File: src/rtl/sitcp_tx_arbiter.sv
// Round-robin multiplexer of FWFT byte sources onto the SiTCP TCP TX stream.
// Every grant sends a tag byte {101, CONT, src} followed by up to BURST_LEN payload bytes.
module sitcp_tx_arbiter #(
  parameter int NUM_SRC   = 4,
  parameter int BURST_LEN = 256
) (
  input  logic                 CLK_100M,
  input  logic                 SiTCP_RESET,
  input  logic                 TCP_OPEN_ACK,
  input  logic                 TCP_TX_FULL,
  input  logic [8*NUM_SRC-1:0] SRC_DATA,
  input  logic [NUM_SRC-1:0]   SRC_VALID,
  input  logic [NUM_SRC-1:0]   SRC_LAST,
  output logic [NUM_SRC-1:0]   SRC_RD,
  output logic                 TCP_TX_WR,
  output logic [7:0]           TCP_TX_DATA,
  output logic [NUM_SRC-1:0]   GRANT,
  output logic                 BUSY,
  output logic                 ERR_ABORT
);

  localparam int IW = (NUM_SRC > 1) ? $clog2(NUM_SRC) : 1;
  localparam logic [15:0]        LAST_CNT = 16'(BURST_LEN - 1);
  localparam logic [NUM_SRC-1:0] ONE      = 1;

  typedef enum logic [1:0] {IDLE, HDR, DATA} state_t;

  state_t             state_q;
  logic [IW-1:0]      ptr_q, g_q;
  logic [NUM_SRC-1:0] cont_q, grant_q;
  logic [15:0]        cnt_q;
  logic               wr_q, abort_q;
  logic [7:0]         data_q;

  logic [IW-1:0] sel_d;
  logic          sel_vld;
  int            cand;

  // First valid source strictly after the last served one, wrapping around.
  always_comb begin
    sel_d   = '0;
    sel_vld = 1'b0;
    cand    = 0;
    for (int k = 1; k <= NUM_SRC; k++) begin
      cand = int'(ptr_q) + k;
      if (cand >= NUM_SRC) cand = cand - NUM_SRC;
      if (!sel_vld && SRC_VALID[IW'(cand)]) begin
        sel_vld = 1'b1;
        sel_d   = IW'(cand);
      end
    end
  end

  logic       pop, burst_end;
  logic [7:0] hdr_byte, src_byte;

  assign pop       = (state_q == DATA) & TCP_OPEN_ACK & ~TCP_TX_FULL & SRC_VALID[g_q];
  assign burst_end = SRC_LAST[g_q] | (cnt_q == LAST_CNT);
  assign hdr_byte  = {3'b101, cont_q[g_q], 4'(g_q)};
  assign src_byte  = SRC_DATA[{g_q, 3'b000} +: 8];

  assign SRC_RD      = pop ? grant_q : '0;
  assign TCP_TX_WR   = wr_q;
  assign TCP_TX_DATA = data_q;
  assign GRANT       = grant_q;
  assign BUSY        = (state_q != IDLE);
  assign ERR_ABORT   = abort_q;

  always_ff @(posedge CLK_100M or posedge SiTCP_RESET) begin
    if (SiTCP_RESET) begin
      state_q <= IDLE;
      ptr_q   <= IW'(NUM_SRC - 1);
      g_q     <= '0;
      cont_q  <= '0;
      grant_q <= '0;
      cnt_q   <= '0;
      wr_q    <= 1'b0;
      abort_q <= 1'b0;
      data_q  <= 8'h00;
    end else begin
      wr_q    <= 1'b0;
      abort_q <= 1'b0;
      case (state_q)
        IDLE: begin
          if (!TCP_OPEN_ACK) begin
            cont_q <= '0;
          end else if (sel_vld) begin
            grant_q <= ONE << sel_d;
            g_q     <= sel_d;
            cnt_q   <= '0;
            state_q <= HDR;
          end
        end
        HDR: begin
          if (!TCP_OPEN_ACK) begin
            state_q <= IDLE;
            grant_q <= '0;
            cont_q  <= '0;
            abort_q <= 1'b1;
          end else if (!TCP_TX_FULL) begin
            wr_q    <= 1'b1;
            data_q  <= hdr_byte;
            state_q <= DATA;
          end
        end
        DATA: begin
          if (!TCP_OPEN_ACK) begin
            state_q <= IDLE;
            grant_q <= '0;
            cont_q  <= '0;
            abort_q <= 1'b1;
          end else if (pop) begin
            wr_q   <= 1'b1;
            data_q <= src_byte;
            cnt_q  <= cnt_q + 16'd1;
            // A burst cut short of LAST leaves the frame open for the next grant.
            if (burst_end) begin
              cont_q[g_q] <= ~SRC_LAST[g_q];
              ptr_q       <= g_q;
              grant_q     <= '0;
              state_q     <= IDLE;
            end
          end
        end
        default: state_q <= IDLE;
      endcase
    end
  end

endmodule

File: config.mk
export PLATFORM = sky130hd
export DESIGN_NAME = sitcp_tx_arbiter
export DESIGN_NICKNAME = d
export VERILOG_FILES = /design/src/rtl/sitcp_tx_arbiter.sv
export SDC_FILE = /design/constraint.sdc
export NUM_CORES = 1
export LEC_CHECK = 0
export CAP_MARGIN = 20
export CORE_MARGIN = 4
export CORE_UTILIZATION = 25
export CTS_CLUSTER_DIAMETER = 150
export DETAILED_ROUTE_END_ITERATION = 8
export PLACE_DENSITY = 0.47
export SYNTH_ARGS = -nofsm -noshare
export SYNTH_HDL_FRONTEND = slang
export SYNTH_SLANG_ARGS = --single-unit
File: constraint.sdc
create_clock -name CLK_100M -period 5.21 [get_ports CLK_100M]
set_clock_uncertainty 0.1 [all_clocks]
set_input_delay 1.042 -clock CLK_100M [delete_from_list [all_inputs] [get_ports CLK_100M]]
set_output_delay 1.042 -clock CLK_100M [all_outputs]
set_load 0.005 [all_outputs]
==> results.cfg <==
[clocking]
cts_buffer_depth = 2
cts_buffers = 5
insertion_delay_ns = 0.30
cts.htree.levels = 2
clk_pin_slew_ns = 0.09
post_cts_buffers = 0
cts-root-buf = clkbuf_8
cts_hold_buf = 0
cts_resized = 0
cts.sink_count = 40
cts_tree = done

[sta]
fin_crit_ns = 4.16
worst_slew_pin_slew_ns = 0.619
hold_viol_final = 0
rsz0062_at_grt = false
setup-violations-final = 0
slew_headroom_pct = 58.6
maxClockFrequency_ghz = 0.240
finalSetupTns_ns = 0
slew_viol_final = 0
fin_crit_sh_pct = 79.8

[worst_setup_path]
reg2reg_from = state_q[0]
critPathKind = input pin to output pin
cp_cell_sequence = clkdlybuf4s50_1 > mux2i_1 > o22ai_2 > nand2_1 > nor2_1 > clkdlybuf4s50_1
crit_buf_inv = 2
critPathMaxFanout = 7
critical-path-top-delay-family = buffers and inverters
reg2reg_to = cnt_q[9]
slowest_stage = clkdlybuf4s50_1
r2r_slack_ns = 2.70
cp.required_ns = 4.07
r2r_cells = 8
cpMostUsedCell = clkdlybuf4s50_1
cp.arrival_ns = 3.02
end_kind = output pin
cpPeakStageDelay_ns = 0.59
critPathLaunchType = input pin

[yosys]
yosys.area.top_type = dfrtp_1
yosys_warnings = 0
synth_top_area_share_pct = 35.9
synthAdderAreaFrac_pct = 2.83
syn_area_per_cell_um2 = 10.3
yosysMostFrequentCell = dfrtp_1
synth_cell_types = 51
muxShareOfSynthArea_pct = 20.5
synthTopCellsByArea = dfrtp_1 (36%), mux4_2 (7.7%), mux2i_1 (5.7%)
synth_nets = 308
netlist_top_cells_count = dfrtp_1 (38), nand2_1 (28), nor2_1 (16), mux2i_1 (15), mux2_2 (13)
synthArstFlopShare_pct = 100
synthSimpleGateAreaFrac_pct = 22.1
synth_edf_count = 0
syn_area_mm2 = 0.00265
postSynthCellCount = 258
synth_top_family_by_area = simple AND/OR/NAND/NOR gates
synth-xor-area-share_pct = 1.98
ys_seq_elements = 40
synth-compound-area-share_pct = 11.3
synthFlopType = dfrtp_1
synth-seq-area-share_pct = 37.9

[routing]
drt-pass1-iter-count = 4
routed_wl_um = 7010
drt_iter0_drc = 93
avgRoutedWirePerCell_um = 15.3
viasPerCell = 4.85
num_vias = 2222
antenna_left = 0
drc = 0

[die]
core_mm2 = 0.0103
dieArea_mm2 = 0.0123
die_height_um = 111
initial_core_util_pct = 25.7
die_w_um = 111
rows = 37
ios = 63

[pwr]
p_sw_mw = 0.534
cellLeakagePower_nw = 1.42
power.internal_mw = 0.905
powerDensity_mw_per_mm2 = 406
combPwrFrac_pct = 50.9
power_frac_clock_pct = 18.0
pwr-share-seq_pct = 31.1
irDropWorstVdd_v = 0.000139
design_power_total_mw = 1.44
switching_share_pct = 37.1

[layout]
post-route-util_pct = 34.3
area_growth_pct = 33.7
antenna_cells = 0
fillers = 1063
drive_above_1_share_pct = 14.0
fin_nets = 371

[global_route]
met1_usage_pct = 16.1
grt_pass1_wl_um = 12300
grt_pass1_vias = 2393
grt_usage_pct = 12.0
grt_max_degree = 41
use_met3_pct = 3.06
antenna_found_initial = 0
grt_util_met2_pct = 19.3
busiest_layer = met2
gr-total-overflow = 0

[worst_hold_path]
whs_endpoint = TCP_TX_DATA[4]
holdCritStartpoint = TCP_TX_DATA[4]
hold_depth = 1
hp-class = flop to flop

[run]
max_cap_violations = 0

[placement]
io_buffer_count = 62
gp_congestion = 0.800
post-dp-hpwl_um = 5150

[run_status]
outcome = complete, no violations
==> layout by cell type (no fill, tap or decap), types with 6 or more instances in the layout <==
cell / n
mux2_2: 13
dfrtp_1: 38
clkdlybuf4s50_1: 62
xor2_1: 6
nand3_1: 9
mux2i_1: 15
nand2b_1: 10
and3_1: 8
mux4_2: 9
nand2_1: 28
nor2_1: 16
inv_1: 11
ha_1: 6
o21ai_0: 11
==> state kept, by name, summed over array words and instances (netlist names) <==
register / count
ERR_ABORT: 1
ptr_q: 2
g_q: 2
cnt_q: 16
TCP_TX_DATA: 8
TCP_TX_WR: 1
GRANT: 4
cont_q: 4
state_q: 2
==> per-layer routing <==
layer	up-vias	wire, um
li1	1076	-
met1	1081	3380
met2	58	3180
met3	7	356
met4	0	90
met5	-	0
==> power groups by stage <==
stage / Sequential (mW) / Combinational, mW / Clock (mW)
after floorplan: 0.443 / 0.479 / 0
after global placement: 0.455 / 0.745 / 0
after detailed placement: 0.455 / 0.744 / 0
after CTS: 0.449 / 0.750 / 0.270
after global routing: 0.462 / 0.815 / 0.281
final: 0.448 / 0.732 / 0.259
==> cell type report <==
cell class	instances	area, um^2	area share [%]
timing repair buffer	67	658	18.6
inverter	11	41.3	1.17
clock inverter	3	42.5	1.20
tap	136	170	4.80
multi-input combinational	196	1560	44.0
clock buffer	5	68.8	1.94
sequential	40	1000	28.3
==> worst max path at each step <==
stage | from | endpoint | slack (ns) | cells past startpoint
6_report | SRC_VALID[3] | SRC_RD[1] | 1.05 | 6
5_1_grt | SRC_VALID[3] | SRC_RD[1] | 0.92 | 6
4_1_cts | SRC_VALID[3] | SRC_RD[1] | 1.06 | 6
3_5_place_dp | SRC_VALID[3] | SRC_RD[1] | 1.06 | 6
3_3_place_gp | SRC_VALID[3] | SRC_RD[1] | 1.12 | 6
2_1_floorplan | SRC_VALID[3] | SRC_RD[0] | 2.27 | 3
==> kinds of logic (layout without fill, tap and decap cells) <==
kind of cell	after synthesis	in the layout
DFF	40	40
xor gates and xnor gates	6	6
AOI/OAI and AO/OA	37	37
and+or+nand+nor	106	106
muxes	41	41
buffers and inverters	22	86
adders and majority gates	6	6
==> stage by stage <==
step	setup slack [ns]	instance area [um^2]	hold WS [ns]	std cells
3_3_place_gp	1.12	3430	0.391	450
6_report	1.05	3540	0.412	458
3_5_place_dp	1.06	3430	0.397	450
4_1_cts	1.06	3540	0.419	458
5_1_grt	0.916	3540	0.435	458
2_1_floorplan	2.27	2650	0.391	258
No activity file was read; power rests on OpenSTA's default activity.
==> RTL change 1: new RTL, same flow settings <==
Set the parameter `NUM_SRC` to 16 (it was 4).
--- a/src/rtl/sitcp_tx_arbiter.sv
+++ b/src/rtl/sitcp_tx_arbiter.sv
@@ -3,3 +3,3 @@
 module sitcp_tx_arbiter #(
-  parameter int NUM_SRC   = 4,
+  parameter int NUM_SRC   = 16,
   parameter int BURST_LEN = 256
Ports: changed (5 resized); port bits go from 63 to 207. No check against the original RTL was run, so the function may have changed too.
==> RTL change 1 against the original RTL <==
- worst setup slack got worse by 750 ps
- design area rose to 2.9 times the old value
- total power grew to 3.7 times the old value
- wire length grew to 3.9 times the old value
- synthesized area rose to 2.7 times the old value
- core utilization grew 1.8 points
- sequential cell count rose by 28
- register-to-register slack worse by 2200 ps
==> RTL change 1: results <==
group,metric,value,unit
run_status,run_status,"finished clean",
routing,met2_wirelength,12.8,mm
routing,detail_route.wirelength.met1,12.7,mm
clock_tree,clkSlewWorstSetupHoldPaths,60,ps
clock_tree,skew_pair_late_insertion_delay,330,ps
routing,drt_first_pass_iters,5,
placement,place.port_buffers,206,
global_route,grt_pass1_wl,40.9,mm
timing,max_slew_margin,28.1,%
clock_tree,htree_num_levels,3,
placement,globalplace.congestion,0.879,
layout,filler_cell_count,2865,
routing,met3_wirelength,1.30,mm
global_route,grt.total_usage,16.5,%
synthesis,yosys-top-cells-count,"mux4_2 (80), dfrtp_1 (64), nand2_1 (52), o21ai_0 (46), nor2_1 (44)",
clock_tree,numCtsBuffers,9,
routing,drt_iter0_drcs,526,
critical_path,worst-path-max-fanout,19,
layout,layout-drive-gt1-share,20.3,%
power,cellLeakagePower,0.00380,µW
synthesis,syn-num-nets,896,
layout,finish.instance_area,10200,µm²
synthesis,post_synth_main_area_contributors,"mux4_2 (25%), dfrtp_1 (22%), mux2i_1 (4.6%)",
global_route,gr-usage-met3,2.54,%
routing,vias,6948,
critical_path,cp_data_arrival_time,3770,ps
global_route,global_route.usage.met1,24.4,%
power,worst_vdd_rail_ir_drop,0.199,mV
==> RTL change 1: logic make-up after synthesis <==
group                    count (synthesis)  synth area share [%]
adder cells (fa/ha/maj)                 13                  2.25
buffers and inverters                   67                  3.96
AND/OR/NAND/NOR                        230                  16.9
flip-flops                              68                  23.6
multiplexers                           148                  35.3
XOR/XNOR                                26                  3.15
AO/OA/AOI/OAI                          167                  14.9
==> RTL change 1: where the power goes <==
part	leakage (µW)	internal, µW	switching, µW
logic	0.00276	1780	2180
registers	0.000905	635	134
clock network	0.000129	333	217
total	0.00380	2750	2530
==> RTL change 1: layout make-up <==
type / count / share of cell area, %
Clock buffer: 12 / 2.42
Clock inverter: 4 / 0.246
Inverter: 17 / 0.627
Multi-Input combinational cell: 584 / 51.5
Sequential cell: 68 / 16.8
Tap cell: 378 / 4.64
Timing Repair Buffer: 252 / 23.8
==> RTL change 1: path summary, 6_finish.rpt <==
path / from / endpoint / slack [ps] / cells after the start
setup / recovery: SRC_VALID[8] / SRC_RD[11] / 300 / 8
setup reg to reg: ptr_q[0] / GRANT[7] / 480 / 12
hold / removal: cont_q[15] / cont_q[15] / 400 / 2
hold reg to reg: cont_q[15] / cont_q[15] / 400 / 2
min in group asynchronous: SiTCP_RESET / TCP_TX_DATA[5] / 1130 / 2
max in group asynchronous: SiTCP_RESET / g_q[1] / 2960 / 3
==> RTL change 1: stage by stage <==
stage	instances	hold WS (ps)	power, µW	setup slack, ps
floorplan	719	365	3400	85.6
global placement	1299	387	4740	122
detailed placement	1299	392	4700	144
CTS	1315	404	5280	298
global route	1315	427	5660	192
finish	1315	401	5270	297
==> RTL change 1: critical path, cell delays in order <==
cell and delay, ps:
clkdlybuf4s50_1 520, buf_4 210, mux4_2 450, mux4_2 550, nor3b_2 190, buf_4 190
and2_1 170, clkdlybuf4s50_1 440
==> RTL change 2: new RTL, same flow settings <==
Made on the original files. Encoding of `state_t`: now one-hot (3 bits for 3 states).
--- a/src/rtl/sitcp_tx_arbiter.sv
+++ b/src/rtl/sitcp_tx_arbiter.sv
@@ -25,3 +25,3 @@
 
-  typedef enum logic [1:0] {IDLE, HDR, DATA} state_t;
+  typedef enum logic [2:0] {IDLE = 3'b001, HDR = 3'b010, DATA = 3'b100} state_t;
 
Formal check against the unedited RTL: no difference found for any inputs over 10 cycles, from zero or initial values and one cycle with SiTCP_RESET high; not proved beyond that.
==> RTL change 2 against the original RTL <==
- via count grew 0.99%
- design area shrank 3.5%
- critical endpoint is now SRC_RD[2]
- wire length grew 3.4%
- synthesized area shrank 1.8%
- critical path depth is the same
- non-clock buffer count shrank 3
- cell count grew 0.44%
- critical path type unchanged
- worst setup slack lost 34 ps
- count of clock-buffer cells in the layout is the same
- sequential cell count grew 1
- total power shrank 29%
- clock power shrank 18%
==> RTL change 2: results <==
group,metric,value,unit
timing,max_slew_margin,35.3,%
placement,globalplace.congestion,0.797,
run_status,run_status,"finished clean",
power,worst_vdd_rail_ir_drop,0.0983,mV
global_route,grt.total_usage,12.4,%
synthesis,synth-compound-area-share,17.7,%
layout,layout.comb_gates.multi_input,207,
layout,multi_input_logic_area,1470,µm²
layout,clock_tree_area_fraction,2.53,%
critical_path,cp_data_arrival_time,3050,ps
routing,routed_wire_length_per_instance,15.7,µm
timing,finalWorstSetupSlack,1020,ps
critical_path,worst-path-max-fanout,10,
placement,post_dp_cell_area,3330,µm²
synthesis,synth_fa_ha_area_share,0.481,%
routing,met2_wirelength,3.32,mm
synthesis,yosys.area_share.xor_xnor,1.01,%
layout,nFlopsAndLatches,41,
synthesis,yosys-top-cells-count,"dfrtp_1 (38), nand2_1 (32), nor2_1 (22), nand2b_1 (17), mux2i_1 (12)",
layout,filler_cell_count,1012,
global_route,global_route.usage.met1,17.4,%
critical_path,rr_endpoint,"TCP_TX_DATA[4]",
layout,buffer_share_of_cell_area,18.6,%
die,tapCellCount,133,
critical_path,worst_setup_path_endpoint,"SRC_RD[2]",
synthesis,syn-num-nets,314,
routing,met3_wirelength,321,µm
routing,detail_route.vias_per_cell,4.88,
power,cellLeakagePower,0.00137,µW
critical_path,r2r_setup_slack,2260,ps
layout,seq-cell-share,30.1,%
synthesis,post_synth_main_area_contributors,"dfrtp_1 (37%), mux4_2 (6.9%), mux2i_1 (4.6%)",
critical_path,worstRegToRegCells,5,
layout,layoutNonFillerInstCount,460,
placement,detailed_place_hpwl,5.15,mm
layout,flow.area_growth_from_synthesis,31.4,%
layout,inverters,7,
routing,detail_route.wirelength.met1,3.52,mm
global_route,gr-usage-met3,2.45,%
critical_path,cp_slowest_stage_delay,520,ps
power,switching_share,35.0,%
RTL change 2: changes by cell type in the layout (fill, tap and decap cells not counted), moves of 5 or more:
| cell | delta |
|---|---|
| mux2_2 | -8 |
| a21oi_1 | +6 |
| ha_1 | -5 |
| o31ai_1 | +10 |
| nor2_1 | +6 |
| a31oi_1 | +5 |
| nand2b_1 | +7 |
| inv_1 | -6 |
| xor2_1 | -6 |
| and2_1 | +5 |
RTL change 2: worst min-delay path by stage:
stage / from / to / slack [ps] / cells after the start
CTS: TCP_TX_DATA[4] / TCP_TX_DATA[4] / 400 / 1
finish: cont_q[0] / cont_q[0] / 390 / 1
global route: cont_q[0] / cont_q[0] / 420 / 1
global placement: TCP_TX_DATA[4] / TCP_TX_DATA[4] / 370 / 1
floorplan: cont_q[0] / cont_q[0] / 350 / 1
detailed placement: TCP_TX_DATA[4] / TCP_TX_DATA[4] / 380 / 1
